File: src/rtl/riscv_lsu_pkg.sv
// Shared RV32I load/store definitions: access widths, funct3 codes, LSU states
// and the alignment/legality rules used by the load/store unit.
package riscv_lsu_pkg;

  typedef enum logic [1:0] {
    BYTE = 2'd0,
    HALF = 2'd1,
    WORD = 2'd2
  } mem_width_t;

  typedef enum logic [1:0] {
    IDLE   = 2'd0,
    REQ    = 2'd1,
    WAIT_R = 2'd2,
    RESP   = 2'd3
  } lsu_state_t;

  localparam logic [2:0] FUNCT3_LB  = 3'b000;
  localparam logic [2:0] FUNCT3_LH  = 3'b001;
  localparam logic [2:0] FUNCT3_LW  = 3'b010;
  localparam logic [2:0] FUNCT3_LBU = 3'b100;
  localparam logic [2:0] FUNCT3_LHU = 3'b101;
  localparam logic [2:0] FUNCT3_SB  = 3'b000;
  localparam logic [2:0] FUNCT3_SH  = 3'b001;
  localparam logic [2:0] FUNCT3_SW  = 3'b010;

  function automatic mem_width_t f3_width(input logic [2:0] funct3);
    case (funct3[1:0])
      2'b00:   return BYTE;
      2'b01:   return HALF;
      default: return WORD;
    endcase
  endfunction

  // Rejects misaligned halfwords/words and funct3 codes that have no access.
  function automatic logic lsu_legal(input logic       write,
                                     input logic [2:0] funct3,
                                     input logic [1:0] addr_lo);
    logic ok;
    ok = 1'b0;
    if (write) begin
      case (funct3)
        FUNCT3_SB: ok = 1'b1;
        FUNCT3_SH: ok = ~addr_lo[0];
        FUNCT3_SW: ok = (addr_lo == 2'b00);
        default:   ok = 1'b0;
      endcase
    end else begin
      case (funct3)
        FUNCT3_LB, FUNCT3_LBU: ok = 1'b1;
        FUNCT3_LH, FUNCT3_LHU: ok = ~addr_lo[0];
        FUNCT3_LW:             ok = (addr_lo == 2'b00);
        default:               ok = 1'b0;
      endcase
    end
    return ok;
  endfunction

endpackage

File: src/rtl/riscv_lsu_align.sv
// Lane logic shared by both paths: store byte enables and lane replication,
// load lane selection with sign/zero extension.
module riscv_lsu_align
  import riscv_lsu_pkg::*;
#(
  parameter int XLEN = 32
) (
  input  logic [2:0]        funct3_i,
  input  logic [1:0]        addr_lo_i,
  input  logic [XLEN-1:0]   wdata_i,
  input  logic [XLEN-1:0]   rdata_i,
  output logic [XLEN/8-1:0] be_o,
  output logic [XLEN-1:0]   wdata_o,
  output logic [XLEN-1:0]   rdata_o
);

  logic [7:0]  lane_b;
  logic [15:0] lane_h;
  logic        sext;

  assign lane_b = rdata_i[{addr_lo_i, 3'b000} +: 8];
  assign lane_h = addr_lo_i[1] ? rdata_i[31:16] : rdata_i[15:0];
  assign sext   = ~funct3_i[2];

  // NOTE: every output gets a default before the case so no latch is inferred.
  always_comb begin
    be_o    = '0;
    wdata_o = '0;
    rdata_o = '0;
    case (f3_width(funct3_i))
      BYTE: begin
        be_o    = 4'b0001 << addr_lo_i;
        wdata_o = {4{wdata_i[7:0]}};
        rdata_o = {{24{sext & lane_b[7]}}, lane_b};
      end
      HALF: begin
        be_o    = addr_lo_i[1] ? 4'b1100 : 4'b0011;
        wdata_o = {2{wdata_i[15:0]}};
        rdata_o = {{16{sext & lane_h[15]}}, lane_h};
      end
      default: begin
        be_o    = '1;
        wdata_o = wdata_i;
        rdata_o = rdata_i;
      end
    endcase
  end

endmodule

File: src/rtl/riscv_lsu.sv
// Load/store unit: one request at a time, traps illegal accesses locally and
// runs a req/gnt/rvalid data-memory protocol with registered outputs.
module riscv_lsu
  import riscv_lsu_pkg::*;
#(
  parameter int XLEN = 32,
  parameter int REGA = 5
) (
  input  logic              clk,
  input  logic              rst,
  input  logic              req_valid,
  output logic              req_ready,
  input  logic              req_write,
  input  logic [2:0]        req_funct3,
  input  logic [XLEN-1:0]   req_addr,
  input  logic [XLEN-1:0]   req_wdata,
  input  logic [REGA-1:0]   req_rd,
  output logic              resp_valid,
  output logic [XLEN-1:0]   resp_rdata,
  output logic [REGA-1:0]   resp_rd,
  output logic              resp_fault,
  output logic              dmem_req,
  output logic              dmem_we,
  output logic [XLEN/8-1:0] dmem_be,
  output logic [XLEN-1:0]   dmem_addr,
  output logic [XLEN-1:0]   dmem_wdata,
  input  logic              dmem_gnt,
  input  logic              dmem_rvalid,
  input  logic [XLEN-1:0]   dmem_rdata
);

  lsu_state_t      state_q;
  logic [1:0]      addr_lo_q;
  logic [2:0]      funct3_q;
  logic            write_q;
  logic [REGA-1:0] rd_q;

  logic [2:0]        sel_funct3_d;
  logic [1:0]        sel_addr_lo_d;
  logic [XLEN/8-1:0] be_d;
  logic [XLEN-1:0]   wdata_d;
  logic [XLEN-1:0]   rdata_d;

  assign req_ready = (state_q == IDLE);

  // Live request fields drive the aligner at acceptance; latched ones at read return.
  assign sel_funct3_d  = (state_q == IDLE) ? req_funct3    : funct3_q;
  assign sel_addr_lo_d = (state_q == IDLE) ? req_addr[1:0] : addr_lo_q;

  riscv_lsu_align #(.XLEN(XLEN)) u_align (
    .funct3_i  (sel_funct3_d),
    .addr_lo_i (sel_addr_lo_d),
    .wdata_i   (req_wdata),
    .rdata_i   (dmem_rdata),
    .be_o      (be_d),
    .wdata_o   (wdata_d),
    .rdata_o   (rdata_d)
  );

  // NOTE: sequential state uses non-blocking assignments only.
  always_ff @(posedge clk) begin
    if (rst) begin
      state_q    <= IDLE;
      addr_lo_q  <= '0;
      funct3_q   <= '0;
      write_q    <= 1'b0;
      rd_q       <= '0;
      resp_valid <= 1'b0;
      resp_rdata <= '0;
      resp_rd    <= '0;
      resp_fault <= 1'b0;
      dmem_req   <= 1'b0;
      dmem_we    <= 1'b0;
      dmem_be    <= '0;
      dmem_addr  <= '0;
      dmem_wdata <= '0;
    end else begin
      case (state_q)
        IDLE: begin
          if (req_valid) begin
            addr_lo_q <= req_addr[1:0];
            funct3_q  <= req_funct3;
            write_q   <= req_write;
            rd_q      <= req_rd;
            if (!lsu_legal(req_write, req_funct3, req_addr[1:0])) begin
              state_q    <= RESP;
              resp_valid <= 1'b1;
              resp_fault <= 1'b1;
              resp_rdata <= '0;
              resp_rd    <= '0;
            end else begin
              state_q    <= REQ;
              dmem_req   <= 1'b1;
              dmem_we    <= req_write;
              dmem_be    <= req_write ? be_d : '1;
              dmem_addr  <= {req_addr[XLEN-1:2], 2'b00};
              dmem_wdata <= req_write ? wdata_d : '0;
            end
          end
        end
        REQ: begin
          if (dmem_gnt) begin
            dmem_req <= 1'b0;
            if (write_q) begin
              state_q    <= RESP;
              resp_valid <= 1'b1;
              resp_fault <= 1'b0;
              resp_rdata <= '0;
              resp_rd    <= '0;
            end else begin
              state_q <= WAIT_R;
            end
          end
        end
        WAIT_R: begin
          if (dmem_rvalid) begin
            state_q    <= RESP;
            resp_valid <= 1'b1;
            resp_fault <= 1'b0;
            resp_rdata <= rdata_d;
            resp_rd    <= rd_q;
          end
        end
        RESP: begin
          state_q    <= IDLE;
          resp_valid <= 1'b0;
          resp_fault <= 1'b0;
          resp_rdata <= '0;
          resp_rd    <= '0;
        end
        default: state_q <= IDLE;
      endcase
    end
  end

endmodule

File: config.mk
export PLATFORM = sky130hd
export DESIGN_NAME = riscv_lsu
export DESIGN_NICKNAME = d
export VERILOG_FILES = /design/src/rtl/riscv_lsu_pkg.sv /design/src/rtl/riscv_lsu_align.sv /design/src/rtl/riscv_lsu.sv
export SDC_FILE = /design/constraint.sdc
export NUM_CORES = 1
export LEC_CHECK = 0
export BUFFER_PORTS_ARGS = -buffer_cell sky130_fd_sc_hd__clkbuf_2
export CAP_MARGIN = 40
export CELL_PAD_IN_SITES_DETAIL_PLACEMENT = 1
export CELL_PAD_IN_SITES_GLOBAL_PLACEMENT = 2
export CORE_AREA = 3 3 156 158
export DETAILED_ROUTE_END_ITERATION = 6
export DIE_AREA = 0 0 159 161
export PLACE_DENSITY = 0.85
export REMOVE_ABC_BUFFERS = 1
export SKIP_CTS_REPAIR_TIMING = 1
export SYNTH_ARGS = -nofsm -noshare
export SYNTH_HDL_FRONTEND = slang
export SYNTH_SLANG_ARGS = --single-unit
File: constraint.sdc
create_clock -name clk -period 2.2 [get_ports clk]
set_input_delay 0.22 -clock clk [delete_from_list [all_inputs] [get_ports clk]]
set_output_delay 0.22 -clock clk [all_outputs]
set_load 0.01 [all_outputs]
==> results.md <==
* Max Slew Vio Count at 0
* Area delta synth->final at 43.7%
* Pin count of the biggest net entering global routing at 53
* Wire per inst at 16.4 um
* Ys async rst share at 0
* Endpoints failing setup at 0
* Top cell type's share of synthesized area at 0.458
* Distinct cells, synth at 51
* Routability cong. at 0.799
* Filler-free cell count of the finished design at 1224
* DIE HEIGHT at 161 um
* Synth area leader: dfxtp_1
* Worst slew margin at 0.582
* Hold Vio Cnt, Final at 0
* Ys Warns at 0
* Fill cells at 2883
* Data required time of the critical path at 2.52 ns
* Final worst path period share at 0.925
* Type of the worst min-delay path: in2reg
* CTS H-tree lvls at 4
* Via Count at 5577
* Detailed Route WL at 20.1 mm
* Total power at 8.70 mW
* Max-Cap Viols at 0
* First-pass DRT Iterations at 4
* Root buf cell: clkbuf_16
* Sequential cell area at 0.00240 sq mm
* Peak Freq at 491 MHz
* Clock slew at reported path FFs at 0.06 ns
* RSZ-0062 raised after global routing: false
* Maximum clock path buffer count at 2
* Die area at 0.0256 sq mm
* Post-route cell area at 0.00754 sq mm
* GRT Overall Usage at 0.154
* Sink Count at 120
* Utilization after layout at 0.324
* Worst hold margin at 0.0292 ns
* # rows at 56
* Vias in the first global route at 5736
* DRC Markers at 0
* CTS tree: done
* Io pins at 220
* Post-Syn Area per Cell at 7.89 sq um
* Mapped cell area at 0.00525 sq mm
* Post-Syn Instances at 665
* Worst setup margin at 0.165 ns
* Area contributors post-synth: dfxtp_1 (46%), nand2_1 (11%), a21oi_1 (8.8%), nor2_1 (6.2%), a221oi_1 (2.7%)
* Via-to-Cell Ratio at 4.56
* Final Critical Period at 2.04 ns
* P_leak at 3.30 nW
* Placement Cell Area at 0.00690 sq mm
* Kind of end point of the critical path: flip-flop
* Worst-Skew Late Latency at 0.41 ns
* Post-synth top flop: dfxtp_1
* Setup TNS Final at 0 ns
* Multi-input logic area at 0.00265 sq mm
* Startpoint Class: flip-flop
* Nets at 1007
* Layout cells sized above 1 at 0.356
* Diodes inserted at 0
* Kind of critical path: reg2reg
* Initial antenna violation count at 1
* Num CTS Buffers at 17
* IR drop worst, VDD at 410 uV
* Status: complete, no violations
* CP Max Fanout at 13
* Clk_skew at 0.0138 ns
* First-pass GRT wire length at 31.7 mm
* Flops & latches, synth at 120
* Slew @ Worst Pin at 0.625 ns
* Post-synthesis sequential area ratio at 0.458
* Port bufs at 217
* Grt total ovfl at 0
* Worst slack at placement at 0.0403 ns
* Post-Place Cells at 1190
* Antenna Nets Post-Route at 0
* Count leader, synth: nand2_1
* Die X at 159 um
* Most frequent cells after synthesis: nand2_1 (153), dfxtp_1 (120), a21oi_1 (92)
* Pwr/cell area at 1150 mW/mm^2
* Post-DP HPWL at 14.7 mm
* Iteration-0 DRC Markers at 250
* Post-synth EDFFs at 0
* Initial Util at 0.226
* WP data arrival at 2.36 ns
* Core area at 0.0233 sq mm
final cells by class:
class	count	share of cell area
Sequential cell	120	0.319
Clock inverter	7	0.00913
Timing Repair Buffer	258	0.199
Tap cell	319	0.0529
Inverter	6	0.00365
Multi-Input combinational cell	490	0.351
Clock buffer	24	0.0652
sequential cells by signal, indices dropped and copies added, names as in the netlist, 2 cells and up:
register and flops:
rd_q 5, funct3_q 3, resp_rdata 32, addr_lo_q 2, resp_rd 5, state_q 2, dmem_be 4, dmem_addr 30
dmem_wdata 32
power breakdown:
| part | leakage, nW | switching [mW] | total [mW] | internal, mW |
|---|---|---|---|---|
| clock network | 0.272 | 1.01 | 2.67 | 1.66 |
| registers | 0.973 | 0.147 | 2.56 | 2.41 |
| logic | 2.05 | 2.03 | 3.47 | 1.45 |
placed cells by master (no fill, tap or decap), types with 13 or more instances in the layout:
master / synthesis / layout
nor2_1: 86 / 85
a21oi_1: 92 / 92
nand2_1: 153 / 152
dfxtp_1: 120 / 120
o21ai_0: 23 / 20
clkbuf_16: 0 / 18
mux2i_1: 14 / 13
clkbuf_2: 0 / 216
buf_4: 4 / 34
a221oi_1: 16 / 14
metal layers:
layer	up-vias	global-route usage	wire length (um)
met3	22	0.0464	1120
met5	-	0	13
li1	2754	-	-
met2	163	0.259	9610
met1	2636	0.192	9080
met4	2	0.0434	302
critical path, stage by stage (launching register included):
cell and delay (ns):
dfxtp_1 0.34, inv_2 0.06, ha_4 0.17, buf_12 0.15, and3b_1 0.19, a31oi_4 0.17, o221ai_2 0.14, nor4bb_2 0.31
buf_4 0.16, nor2b_1 0.04, o31ai_1 0.21
kinds of logic after synthesis:
group,share of synthesized area
simple gates,0.207
other cells,0.000715
mux,0.0310
buf+inv,0.0508
fa+ha+maj,0.00954
compound gates,0.243
flops,0.458
worst paths after layout:
check	startpoint	to	slack, ns	depth (start not counted)
worst max-delay path	state_q[0]	resp_rdata[15]	0.16	10
worst min-delay path	req_addr[30]	dmem_addr[30]	0.03	3
worst max register to register	state_q[0]	resp_rdata[15]	0.16	10
worst min register to register	dmem_addr[28]	dmem_addr[28]	0.45	2
Note: power is estimated with default switching activity, not from simulation.
